[src/rtl/inst_decode_queue_pkg.sv]
// Shared MIPS encodings, micro-op classes and decoded-field layout for the
// dual-lane instruction decode queue.
package inst_decode_queue_pkg;

  typedef enum logic [5:0] {
    OP_R_TYPE = 6'h00,
    OP_REGIMM = 6'h01,
    OP_J      = 6'h02,
    OP_JAL    = 6'h03,
    OP_BEQ    = 6'h04,
    OP_BNE    = 6'h05,
    OP_BLEZ   = 6'h06,
    OP_BGTZ   = 6'h07,
    OP_ADDI   = 6'h08,
    OP_ANDI   = 6'h0C,
    OP_ORI    = 6'h0D,
    OP_XORI   = 6'h0E
  } opcode_t;

  typedef enum logic [5:0] {
    F_JR   = 6'h08,
    F_JALR = 6'h09,
    F_ADD  = 6'h20,
    F_ADDU = 6'h21,
    F_SUB  = 6'h22,
    F_AND  = 6'h24,
    F_OR   = 6'h25,
    F_XOR  = 6'h26,
    F_NOR  = 6'h27
  } funct_t;

  typedef enum logic [4:0] {
    RT_BLTZ   = 5'h00,
    RT_BGEZ   = 5'h01,
    RT_BLTZAL = 5'h10,
    RT_BGEZAL = 5'h11
  } Rt_funct_t;

  typedef enum logic [2:0] {
    ALU_R    = 3'd0,
    ALU_I    = 3'd1,
    BRANCH   = 3'd2,
    JUMP     = 3'd3,
    JUMP_REG = 3'd4,
    ILLEGAL  = 3'd7
  } uop_class_t;

  localparam logic [4:0] LINK_REG = 5'd31;

  typedef struct packed {
    uop_class_t  cls;
    logic [4:0]  rs;
    logic [4:0]  rt;
    logic [4:0]  dst;
    logic [31:0] imm;
    logic [25:0] target;
  } decoded_t;

endpackage

[src/rtl/inst_decode_queue_decoder.sv]
// Pure combinational decode of one 32-bit MIPS instruction into micro-op fields.
module inst_decoder
  import inst_decode_queue_pkg::*;
(
  input  logic [31:0] inst,
  output decoded_t    dec
);

  logic [5:0]  op;
  logic [5:0]  fn;
  logic [4:0]  rt;
  logic [4:0]  rd;
  logic [31:0] sext;
  logic [31:0] zext;

  assign op   = inst[31:26];
  assign fn   = inst[5:0];
  assign rt   = inst[20:16];
  assign rd   = inst[15:11];
  assign sext = {{16{inst[15]}}, inst[15:0]};
  assign zext = {16'h0000, inst[15:0]};

  // NOTE: every field gets a default before the case so no path leaves it unassigned (no latch).
  always_comb begin
    dec        = '0;
    dec.cls    = ILLEGAL;
    dec.rs     = inst[25:21];
    dec.rt     = rt;
    dec.target = inst[25:0];
    case (op)
      OP_R_TYPE: begin
        case (fn)
          F_ADD, F_ADDU, F_AND, F_NOR, F_OR, F_SUB, F_XOR: begin
            dec.cls = ALU_R;
            dec.dst = rd;
          end
          F_JR:    dec.cls = JUMP_REG;
          F_JALR: begin
            dec.cls = JUMP_REG;
            dec.dst = rd;
          end
          default: ;
        endcase
      end
      OP_REGIMM: begin
        case (rt)
          RT_BLTZ, RT_BGEZ: begin
            dec.cls = BRANCH;
            dec.imm = sext;
          end
          RT_BLTZAL, RT_BGEZAL: begin
            dec.cls = BRANCH;
            dec.imm = sext;
            dec.dst = LINK_REG;
          end
          default: ;
        endcase
      end
      OP_J:   dec.cls = JUMP;
      OP_JAL: begin
        dec.cls = JUMP;
        dec.dst = LINK_REG;
      end
      OP_BEQ, OP_BNE, OP_BLEZ, OP_BGTZ: begin
        dec.cls = BRANCH;
        dec.imm = sext;
      end
      OP_ADDI: begin
        dec.cls = ALU_I;
        dec.imm = sext;
        dec.dst = rt;
      end
      OP_ANDI, OP_ORI, OP_XORI: begin
        dec.cls = ALU_I;
        dec.imm = zext;
        dec.dst = rt;
      end
      default: ;
    endcase
  end

endmodule

[src/rtl/inst_decode_queue.sv]
// Dual-lane fetch-to-issue instruction queue with per-lane decode.
// Optional macro SINGLE_BRANCH_ISSUE_EN: a control-flow op in lane 0 issues alone.
module inst_decode_queue
  import inst_decode_queue_pkg::*;
#(
  parameter int DEPTH = 4,
  parameter int LANES = 2
) (
  input  logic             clk,
  input  logic             rst,
  input  logic             flush,
  input  logic [LANES-1:0] in_valid,
  input  logic [31:0]      in_inst0,
  input  logic [31:0]      in_inst1,
  input  logic [31:0]      in_pc,
  output logic             in_ready,
  output logic [LANES-1:0] out_valid,
  input  logic             out_ready,
  output logic [31:0]      out_pc0,
  output logic [31:0]      out_pc1,
  output uop_class_t       out_class0,
  output uop_class_t       out_class1,
  output logic [4:0]       out_rs0,
  output logic [4:0]       out_rs1,
  output logic [4:0]       out_rt0,
  output logic [4:0]       out_rt1,
  output logic [4:0]       out_dst0,
  output logic [4:0]       out_dst1,
  output logic [31:0]      out_imm0,
  output logic [31:0]      out_imm1,
  output logic [25:0]      out_target0,
  output logic [25:0]      out_target1
);

  localparam int AW = $clog2(DEPTH);
  localparam int CW = AW + 1;

  logic [31:0]   inst_mem [DEPTH];
  logic [31:0]   pc_mem   [DEPTH];
  logic [AW-1:0] wr_ptr, rd_ptr, wr_ptr1, rd_ptr1;
  logic [CW-1:0] count, push_n, pop_n;
  logic          push_en, lane0_ok, lane1_ok;
  decoded_t      dec0, dec1;

  assign in_ready = (count <= CW'(DEPTH - 2));
  assign push_en  = in_valid[0] && in_ready;
  assign push_n   = push_en ? (in_valid[1] ? CW'(2) : CW'(1)) : '0;
  assign wr_ptr1  = wr_ptr + AW'(1);
  assign rd_ptr1  = rd_ptr + AW'(1);

  // NOTE: storage is data only; validity lives in count, so the array needs no reset.
  always_ff @(posedge clk) begin
    if (push_en && !flush) begin
      inst_mem[wr_ptr] <= in_inst0;
      pc_mem[wr_ptr]   <= in_pc;
      if (in_valid[1]) begin
        inst_mem[wr_ptr1] <= in_inst1;
        pc_mem[wr_ptr1]   <= in_pc + 32'd4;
      end
    end
  end

  inst_decoder u_dec0 (.inst(inst_mem[rd_ptr]),  .dec(dec0));
  inst_decoder u_dec1 (.inst(inst_mem[rd_ptr1]), .dec(dec1));

  assign lane0_ok = (count >= CW'(1));
`ifdef SINGLE_BRANCH_ISSUE_EN
  assign lane1_ok = (count >= CW'(2)) && !(dec0.cls inside {BRANCH, JUMP, JUMP_REG});
`else
  assign lane1_ok = (count >= CW'(2));
`endif

  assign out_valid = {lane1_ok, lane0_ok};
  assign pop_n     = !out_ready ? '0 : lane1_ok ? CW'(2) : lane0_ok ? CW'(1) : '0;

  // Invalid lanes present all-zero fields so issue never sees stale data.
  always_comb begin
    out_pc0 = '0; out_class0 = ALU_R; out_rs0 = '0; out_rt0 = '0;
    out_dst0 = '0; out_imm0 = '0; out_target0 = '0;
    out_pc1 = '0; out_class1 = ALU_R; out_rs1 = '0; out_rt1 = '0;
    out_dst1 = '0; out_imm1 = '0; out_target1 = '0;
    if (lane0_ok) begin
      out_pc0 = pc_mem[rd_ptr];  out_class0 = dec0.cls; out_rs0 = dec0.rs;
      out_rt0 = dec0.rt;         out_dst0 = dec0.dst;   out_imm0 = dec0.imm;
      out_target0 = dec0.target;
    end
    if (lane1_ok) begin
      out_pc1 = pc_mem[rd_ptr1]; out_class1 = dec1.cls; out_rs1 = dec1.rs;
      out_rt1 = dec1.rt;         out_dst1 = dec1.dst;   out_imm1 = dec1.imm;
      out_target1 = dec1.target;
    end
  end

  // NOTE: sequential state uses non-blocking assignments so all registers update together.
  always_ff @(posedge clk or posedge rst) begin
    if (rst) begin
      wr_ptr <= '0;
      rd_ptr <= '0;
      count  <= '0;
    end else if (flush) begin
      wr_ptr <= '0;
      rd_ptr <= '0;
      count  <= '0;
    end else begin
      wr_ptr <= wr_ptr + AW'(push_n);
      rd_ptr <= rd_ptr + AW'(pop_n);
      count  <= count + push_n - pop_n;
    end
  end

endmodule

[config.mk]
export PLATFORM = sky130hd
export DESIGN_NAME = inst_decode_queue
export DESIGN_NICKNAME = d
export VERILOG_FILES = /design/src/rtl/inst_decode_queue_pkg.sv /design/src/rtl/inst_decode_queue_decoder.sv /design/src/rtl/inst_decode_queue.sv
export SDC_FILE = /design/constraint.sdc
export NUM_CORES = 1
export LEC_CHECK = 0
export CORE_ASPECT_RATIO = 0.8
export CORE_UTILIZATION = 50
export CTS_CLUSTER_SIZE = 24
export DETAILED_ROUTE_END_ITERATION = 8
export DONT_BUFFER_PORTS = 1
export GPL_ROUTABILITY_DRIVEN = 0
export SLEW_MARGIN = 30
export SYNTH_ARGS = -nofsm -noshare
export SYNTH_HDL_FRONTEND = slang
export SYNTH_SLANG_ARGS = --single-unit
export TNS_END_PERCENT = 100
[constraint.sdc]
create_clock -name clk -period 14.9 [get_ports clk]
set_input_delay 3.725 -clock clk [delete_from_list [all_inputs] [get_ports clk]]
set_output_delay 3.725 -clock clk [all_outputs]
set_load 0.005 [all_outputs]
==> results of run 1 <==
-- power breakdown --
part           total, W  switching (W)  leakage, nW  internal, W
Clock          0.000714       0.000300        0.452     0.000413
Combinational  0.000816       0.000496         3.23     0.000320
Sequential     0.000935      0.0000527         2.42     0.000882
-- cell type report --
| type | instances | area (sq um) |
|---|---|---|
| tap | 427 | 534 |
| clock inverter | 19 | 205 |
| multi-input combinational | 1129 | 8180 |
| sequential | 263 | 7870 |
| antenna | 1 | 2.50 |
| clock buffer | 32 | 716 |
| inverter | 17 | 63.8 |
| fill | 2773 | 15100 |
| timing repair buffer | 21 | 185 |
-- routing by layer --
layer / global-route usage, % / vias up / share of wire, %
li1: - / 5216 / -
met1: 38.5 / 5869 / 43
met2: 43.8 / 579 / 46
met3: 5.69 / 64 / 9.1
met4: 5.94 / 0 / 2.2
met5: 0 / - / 0
-- worst min-delay path, cell delays in order, from the launching register on --
cell	delay [ps]
dfrtp_1	380
xnor2_1	130
nor2_1	40
-- path summary, 6_finish.rpt --
| kind | start | endpoint | slack, ps | cells past startpoint |
|---|---|---|---|---|
| setup / recovery | rd_ptr[0] | out_imm1[20] | 6060 | 7 |
| hold / removal | count[2] | count[2] | 580 | 2 |
| setup reg to reg | count[1] | pc_mem[0][12] | 11510 | 5 |
| hold reg to reg | count[2] | count[2] | 580 | 2 |
| max in group asynchronous | rst | rd_ptr[1] | 11660 | 1 |
| min in group asynchronous | rst | wr_ptr[0] | 3000 | 1 |
-- cells by family (layout without fill, tap and decap cells) --
| logic type | after synthesis | in the layout |
|---|---|---|
| AND/OR/NAND/NOR | 821 | 821 |
| flip-flops | 263 | 263 |
| buffers and inverters | 182 | 89 |
| multiplexers | 126 | 126 |
| XOR/XNOR | 122 | 122 |
| AO/OA/AOI/OAI | 53 | 53 |
| adder cells (fa/ha/maj) | 7 | 7 |
| other | 0 | 1 |
-- stage by stage --
stage / util [%] / cells / hold slack [ps]
final: 54.1 / 1909 / 583
after global routing: 54.1 / 1908 / 634
after CTS: 54.0 / 1908 / 588
after detailed placement: 51.2 / 1857 / 574
after global placement: 51.1 / 1856 / 559
after floorplan: - / 1574 / 532
-- registers in the layout, summed over array words and instances, names as in the netlist --
name	cells
rd_ptr	2
wr_ptr	2
pc_mem	128
inst_mem	128
count	3
-- Yosys cell counts, types with 3 or more instances --
master / n
nor2b_1: 12
nand2_1: 478
and3_1: 3
and2_1: 118
ha_1: 5
or3_1: 7
or2_2: 10
nand2b_1: 5
nand3_1: 22
nor3b_1: 6
edfxtp_1: 256
o21ai_0: 7
buf_4: 56
xor2_1: 60
mux4_2: 126
xnor2_1: 62
a31oi_1: 8
buf_1: 11
dfrtp_1: 7
clkbuf_2: 3
nor4_1: 6
clkbuf_1: 70
nor2_1: 108
nor3_1: 10
inv_1: 16
a21oi_1: 20
buf_2: 23
nand4_1: 16
==> summary.md, run 1 <==
| Metric | Value |
|---|---|
| Area share of fa/ha/maj cells after synthesis | 0.608% |
| Slew HR | 39.9% |
| Mapped Nets | 1683 |
| Buf/Inv on CP | 4 |
| Largest family of logic cells by synthesized area | simple AND/OR/NAND/NOR gates |
| Unrepaired setup endpoints after global routing | no |
| DIE AREA | 34500 sq um |
| CTS root buffer | clkbuf_16 |
| Simple-Gate Fraction of Synth Area | 21.9% |
| Vias | 11700 |
| Slew Viols, Final | 0 |
| Initial antenna violation count | 0 |
| Placement Setup Slack | 6540 ps |
| Status | completed |
| Initial Util | 51.4% |
| Slew @ Worst Pin | 902 ps |
| Setup_tns | 0 ps |
| First-pass GRT wire length | 71.8 mm |
| Post-CTS Resized | 0 |
| Clock skew | 24.8 ps |
| CP max stage delay | 780 ps |
| Fin area | 17800 sq um |
| Later-pin clock latency in the skew report | 570 ps |
| Fmax | 113 MHz |
| DP Wirelength | 30.2 mm |
| Arrival @ worst endpoint | 5120 ps |
| Crit share post-route | 59.3% |
| Setup CP Type | reg2out |
| Layout cells sized above 1 | 15.4% |
| Site row count | 59 |
| Post-synth EDFFs | 256 |
| DRT Wirelength | 47.4 mm |
| Yosys top cell area share | 45.5% |
| Cell Area, Synth | 16900 sq um |
| Leak | 6.10 nW |
| Clk pin slew, worst setup/hold paths | 60 ps |
| Commonest non-fill, non-tap cell in the layout | nand2_1 |
| Largest net degree at the start of global routing | 69 |
| Endpoints failing hold | 0 |
| Final #Nets | 1569 |
| Synth Instances | 1574 |
| Post-synthesis cell type count | 61 |
| Worst path cell trace | buf_4 > buf_4 > buf_12 > mux4_2 > or3_1 > a2111oi_4 > buf_4 |
| Tmin final | 8840 ps |
| Core area | 32900 sq um |
| Cell Pwr Density | 139 nW/um^2 |
| Top cells by area, synth | edfxtp_1 46%, mux4_2 17%, nand2_1 11% |
| Maximum vdd ir drop | 80.8 uV |
| GRT Total Usage | 27.3% |
| Top Ports | 321 |
| Via density | 6.14 |
| Mux cell area share after synthesis | 16.8% |
| Die width | 207 um |
| Critical Path Most Common Cell | buf_4 |
| CTS tree | done |
| DRT iter0 DRCs | 1024 |
| Placed Area | 16800 sq um |
| Worst setup margin | 6060 ps |
| Max-Cap Viols | 0 |
| Synth-to-layout area growth | 5.18% |
| Register area share after synthesis | 46.6% |
| Drt first pass iters | 5 |
| Post-synthesis compound-gate area fraction | 2.18% |
| Setup Viol. Count Final | 0 |
| Yosys warns | 0 |
| Most frequent cells in the layout | 478 x nand2_1, 256 x edfxtp_1, 126 x mux4_2, 118 x and2_1, 102 x nor2_1 |
| Slowest stage cell, crit path | buf_4 |
| Max FO, Critical Path | 46 |
| Max clock buf depth | 3 |
| Cts hold-fix bufs | 0 |
| Routed wire length per instance | 24.8 um |
| Post-CTS Setup Inserts | 0 |
| # DRC | 0 |
| Die H | 166 um |
| CP Data Required Time | 11180 ps |
| IO Port Bufs | 0 |
| Final Power | 0.00246 W |
| Seq cells post-synth | 263 |
| Post-synth top flop | edfxtp_1 |
| Post-synth top area cell | edfxtp_1 |
| Synthesized area per cell | 10.7 sq um |
| Setup crit end kind | primary output |
| TritonCTS Sinks | 263 |
| Total grt overflow | 0 |
| Crit path max-delay family | buffers and inverters |
| Ys async rst share | 2.66% |
| H-tree depth | 1 |
| CTS Buf Count | 28 |
| Setup crit start kind | flop |
| Detail Route Antenna Nets | 0 |
| XOR/XNOR share of the synthesized area | 6.33% |
| Vias in the first global route | 11500 |
| Hold WC Path Type | reg2reg |
No activity file was read; power rests on OpenSTA's default activity.
==> run 2: changes to the inputs <==
Settings changed: PLACE_DENSITY set to 0.68.
Clock period 14.9 ns to 7.29 ns, I/O delays scaled along.
==> run 2 against run 1 <==
Global-route usage barely moved. Clock skew decreased by 3.4 ps. Sequential power up 100%. Critical path depth decreased by 1. Utilization down 0.21 points. Register-to-register slack worse by 7700 ps. Clock-buffer cell count unchanged. Critical path type unchanged. Highest routed layer is now met5.
==> summary.md, run 2 (synthesis gave the netlist of run 1 again) <==
| Metric | Value |
|---|---|
| Status | completed (unchanged) |
| Drt first pass iters | 5 (unchanged) |
| Via density | 6.20 (was 6.14) |
| Clk pin slew, worst setup/hold paths | 60 ps (about the same) |
| Layout cells sized above 1 | 15.2% (was 15.4%) |
| Max-Cap Viols | 0 (unchanged) |
| Routed wire length per instance | 25.1 um (was 24.8 um) |
| Max FO, Critical Path | 47 (was 46) |
| Fin cells | 1905 (was 1909) |
| Slew HR | 34.9% (was 39.9%) |
| Top Ports | 321 (unchanged) |
| GRT Total Usage | 27.3% (about the same) |
| Commonest non-fill, non-tap cell in the layout | nand2_1 (unchanged) |
| Final #Nets | 1568 (was 1569) |
| Leak | 6.07 nW (was 6.10 nW) |
| Hold WC Path Type | reg2reg (unchanged) |
| Crit share post-route | 77.1% |
| Die H | 166 um (unchanged) |
| DRT Wirelength | 47.8 mm (was 47.4 mm) |
| Largest net degree at the start of global routing | 66 (was 69) |
| DRT iter0 DRCs | 1074 (was 1024) |
| Setup CP Type | reg2out (unchanged) |
| # DRC | 0 (unchanged) |
| Crit path max-delay family | flip-flops (was buffers and inverters) |
| Maximum vdd ir drop | 140 uV (was 80.8 uV) |
| Setup crit start | rd_ptr[0] (unchanged) |
| Placed Area | 16800 sq um (about the same) |
| Arrival @ worst endpoint | 3800 ps (was 5120 ps) |
| Total grt overflow | 0 (unchanged) |
| Post-CTS Setup Inserts | 0 (unchanged) |
| Filler cell count in the final layout | 2745 (was 2773) |
| Initial Util | 51.4% (unchanged) |
| Slowest stage cell, crit path | dfrtp_4 (was buf_4) |
| Fmax | 178 MHz |
| Vias in the first global route | 11200 (was 11500) |
| TritonCTS Sinks | 263 (unchanged) |
| Worst path cell trace | buf_4 > mux4_2 > and3b_1 > a21oi_1 > nand3_1 > a21oi_1 (was buf_4 > buf_4 > buf_12 > mux4_2 > or3_1 > a2111oi_4 > buf_4) |
| Slew @ Worst Pin | 974 ps (was 902 ps) |
| Detail Route Antenna Nets | 0 (unchanged) |
| Setup Viol. Count Final | 0 (unchanged) |
| Core area | 32900 sq um (unchanged) |
| Hold_sp | count[2] (unchanged) |
| CTS root buffer | clkbuf_16 (unchanged) |
| Critical Path Most Common Cell | a21oi_1 (was buf_4) |
| Later-pin clock latency in the skew report | 570 ps (about the same) |
| Cts hold-fix bufs | 0 (unchanged) |
| Vias | 11800 (was 11700) |
| Critical R2R Launch | count[0] (was count[1]) |
| Max clock buf depth | 3 (unchanged) |
| Fin area | 17700 sq um (was 17800 sq um) |
| Die width | 207 um (unchanged) |
| Cell Pwr Density | 280 nW/um^2 (was 139 nW/um^2) |
| First-pass GRT wire length | 71.2 mm (was 71.8 mm) |
| Setup crit start kind | flop (unchanged) |
| CP Data Required Time | 5470 ps (was 11180 ps) |
| CTS Buf Count | 29 (was 28) |
| Initial antenna violation count | 3 (was 0) |
| DIE AREA | 34500 sq um (unchanged) |
| Slew Viols, Final | 0 (unchanged) |
| # diodes | 0 (was 1) |
| CP max stage delay | 980 ps (was 780 ps) |
| DP Wirelength | 30.6 mm (was 30.2 mm) |
| H-tree depth | 1 (unchanged) |
| Setup_tns | 0 ps (unchanged) |
| Tmin final | 5620 ps |
| Placed insts | 1854 (was 1857) |
| Unrepaired setup endpoints after global routing | no (unchanged) |
| Most frequent cells in the layout | 478 x nand2_1, 256 x edfxtp_1, 126 x mux4_2, 118 x and2_1, 102 x nor2_1 (unchanged) |
| Post-CTS Resized | 0 (unchanged) |
| Buf/Inv on CP | 1 (was 4) |
| CTS tree | done (unchanged) |
| Synth-to-layout area growth | 4.78% (was 5.18%) |
| Setup crit end kind | primary output (unchanged) |
| IO Port Bufs | 0 (unchanged) |
| Site row count | 59 (unchanged) |
| Endpoints failing hold | 0 (unchanged) |
| Biggest regs | inst_mem (128), pc_mem (128), count (3) (unchanged) |
| Clock skew | 21.4 ps (was 24.8 ps) |
run 2: worst paths after layout:
check                                  endpoint  slack (ps)  cells after the start
worst max-delay path                out_dst0[1]        1670                      6
worst min register to register         count[2]         580                      2
max in group asynchronous             rd_ptr[1]        5930                      1
worst max register to register  inst_mem[1][29]        3840                      4
min in group asynchronous             wr_ptr[1]        1100                      1
worst min-delay path                   count[2]         580                      2
run 2: metrics by stage:
stage | hold slack [ps] | util, % | power, W | setup WS [ps]
final | 580 | 53.9 | 0.00495 | 1670
after global placement | 557 | 51.0 | 0.00356 | 2020
after detailed placement | 575 | 51.1 | 0.00359 | 2210
after global routing | 596 | 53.9 | 0.00516 | 1360
after floorplan | 532 | - | 0.00327 | 75.8
after CTS | 585 | 53.7 | 0.00496 | 1610
run 2: final cells by class:
class | count | area (sq um) | area share [%]
Clock buffer | 32 | 737 | 4.17
Clock inverter | 18 | 121 | 0.686
Tap cell | 427 | 534 | 3.02
Inverter | 17 | 66.3 | 0.375
Sequential cell | 263 | 7870 | 44.5
Timing Repair Buffer | 19 | 174 | 0.983
Multi-Input combinational cell | 1129 | 8190 | 46.3
run 2: tightest hold or removal path: stages, from the launching register on:
cell	delay, ps
dfrtp_1	380
xnor2_1	130
nor2_1	40
run 2: metal layers:
layer | track usage (%) | wire [um]
met2 | 42.5 | 21800
met4 | 6.42 | 1040
met5 | 0 | 8
met1 | 38.2 | 19900
met3 | 7.51 | 4990
run 2: report_power, final:
part,switching (W),internal [W]
clock,0.000606,0.000758
sequential,0.0000894,0.00180
combinational,0.00104,0.000655
==> run 3: changes to the inputs <==
Clock period 7.29 ns to 4.8 ns, I/O delays scaled along.
==> run 3 against run 2 <==
Setup slack worse by 1500 ps. Routed wire length up 2.7%. First-iteration DRC count up 22%. Clock power up 84%. Die area unchanged. Hold slack worse by 110 ps. Non-clock buffer count up 28. Cell area up 2.6%. Final cell count up 1.6%. Critical path type unchanged. Critical endpoint is now out_imm0[8]. Largest power group unchanged.
==> summary.md, run 3 (synthesis gave the netlist of run 1 again) <==
| Metric | Value |
|---|---|
| Crit path depth | 6 (unchanged) |
| Initial antenna violation count | 0 (was 3) |
| Setup_tns | 0 ps (unchanged) |
| First-pass GRT wire length | 73.5 mm (was 71.2 mm) |
| Filler cell count in the final layout | 2712 (was 2745) |
| Biggest regs | inst_mem (128), pc_mem (128), count (3) (unchanged) |
| Arrival @ worst endpoint | 3430 ps (was 3800 ps) |
| Top Ports | 321 (unchanged) |
| GRT Total Usage | 28.1% (was 27.3%) |
| Core area | 32900 sq um (unchanged) |
| Vias in the first global route | 11700 (was 11200) |
| Fmax | 216 MHz |
| Via density | 6.28 (was 6.20) |
| Commonest non-fill, non-tap cell in the layout | nand2_1 (unchanged) |
| Clock skew | 11.8 ps (was 21.4 ps) |
| Crit share post-route | 96.4% |
| Cell Pwr Density | 442 nW/um^2 (was 280 nW/um^2) |
| Site row count | 59 (unchanged) |
| Slew Viols, Final | 0 (unchanged) |
| Critical R2R Launch | count[0] (unchanged) |
| H-tree depth | 1 (unchanged) |
| Total grt overflow | 0 (unchanged) |
| Slew HR | 37.1% (was 34.9%) |
| Die H | 166 um (unchanged) |
| Placement Setup Slack | 562 ps (was 2210 ps) |
| Setup crit start | rd_ptr[1] (was rd_ptr[0]) |
| Initial Util | 51.4% (unchanged) |
| # diodes | 0 (unchanged) |
| Largest net degree at the start of global routing | 61 (was 66) |
| Hold WC Path Type | in2async (was reg2reg) |
| TritonCTS Sinks | 263 (unchanged) |
| Worst path cell trace | mux4_2 > nor3_1 > a31oi_1 > o211a_1 > nor3b_1 > buf_4 (was buf_4 > mux4_2 > and3b_1 > a21oi_1 > nand3_1 > a21oi_1) |
| Layout cells sized above 1 | 17.3% (was 15.2%) |
| CTS root buffer | clkbuf_16 (unchanged) |
| Maximum vdd ir drop | 347 uV (was 140 uV) |
| Placed Area | 17000 sq um (was 16800 sq um) |
| Max-Cap Viols | 0 (unchanged) |
| Synth-to-layout area growth | 7.54% (was 4.78%) |
| Unrepaired setup endpoints after global routing | no (unchanged) |
| Drt first pass iters | 6 (was 5) |
| DP Wirelength | 32.9 mm (was 30.6 mm) |
| Final #Nets | 1596 (was 1568) |
| Fin cells | 1935 (was 1905) |
| Leak | 6.32 nW (was 6.07 nW) |
| Vias | 12200 (was 11800) |
| Final Power | 0.00803 W (was 0.00495 W) |
| R2R setup slack | 1710 ps (was 3840 ps) |
| CP Data Required Time | 3600 ps (was 5470 ps) |
| Setup crit end kind | primary output (unchanged) |
| Crit path max-delay family | simple AND/OR/NAND/NOR gates (was flip-flops) |
| DRT Wirelength | 49.1 mm (was 47.8 mm) |
| IO Port Bufs | 0 (unchanged) |
| Slowest stage cell, crit path | dfrtp_4 (unchanged) |
| Buf/Inv on CP | 1 (unchanged) |
| Status | completed (unchanged) |
| Detail Route Antenna Nets | 0 (unchanged) |
| Clk pin slew, worst setup/hold paths | 60 ps (about the same) |
| # DRC | 0 (unchanged) |
| Setup Viol. Count Final | 0 (unchanged) |
| Routed wire length per instance | 25.4 um (was 25.1 um) |
| Endpoints failing hold | 0 (unchanged) |
| Placed insts | 1873 (was 1854) |
| Later-pin clock latency in the skew report | 560 ps (was 570 ps) |
| Setup crit start kind | flop (unchanged) |
| Setup CP Type | reg2out (unchanged) |
| Most frequent cells in the layout | 478 x nand2_1, 256 x edfxtp_1, 126 x mux4_2, 118 x and2_1, 102 x nor2_1 (unchanged) |
| Worst setup margin | 175 ps (was 1670 ps) |
| CP max stage delay | 770 ps (was 980 ps) |
| Cts hold-fix bufs | 0 (unchanged) |
| Cells on worst reg2reg path | 4 (unchanged) |
| CTS Buf Count | 29 (unchanged) |
| DIE AREA | 34500 sq um (unchanged) |
| Max FO, Critical Path | 37 (was 47) |
| Fin area | 18200 sq um (was 17700 sq um) |
| Max clock buf depth | 3 (unchanged) |
| Tmin final | 4630 ps |
| CTS tree | done (unchanged) |
| Slew @ Worst Pin | 936 ps (was 974 ps) |
| DRT iter0 DRCs | 1305 (was 1074) |
| Die width | 207 um (unchanged) |
## run 3: worst reg2reg max path, delay by kind of cell (launching register included)
family                 cells  cell delay, ps
buffers and inverters      1             560
AOI/OAI and AO/OA          1             450
DFF                        1             420
and+or+nand+nor            2            1290
## run 3: metrics by stage
stage / hold WS, ps / util, %
finish: 469 / 55.3
global route: 490 / 55.3
CTS: 470 / 55.0
detailed placement: 577 / 51.7
global placement: 550 / 51.6
floorplan: 532 / -
## run 3: final timing paths
check,end
worst max-delay path,out_imm0[8]
worst min-delay path,wr_ptr[0]
worst max register to register,pc_mem[3][16]
worst min register to register,count[2]
max in group asynchronous,rd_ptr[1]
min in group clk,count[2]
## run 3: area by class of cell
| cell class | instances | area [sq um] | share of cell area [%] |
|---|---|---|---|
| multi-input combinational | 1129 | 8180 | 45.0 |
| sequential | 263 | 7870 | 43.3 |
| clock buffer | 31 | 733 | 4.04 |
| tap | 427 | 534 | 2.94 |
| timing repair buffer | 47 | 463 | 2.55 |
| clock inverter | 21 | 318 | 1.75 |
| inverter | 17 | 63.8 | 0.351 |
## run 3: layer usage
layer	vias up	global-route usage, %	share of wire, %
met5	-	0	0
li1	5267	-	-
met1	6102	39.7	41
met3	95	8.19	11
met2	690	42.5	45
met4	0	7.66	2.6
## run 3: timing repair
action	CTS	global route
setup buffers	1	9
resized for setup	0	0
endpoints found under the setup margin	1	1
hold endpoints to repair	0	0
## run 3: report_power, final
group	internal, W	switching (W)
logic	0.00104	0.00162
registers	0.00274	0.000132
clock network	0.00153	0.000965
total	0.00531	0.00271
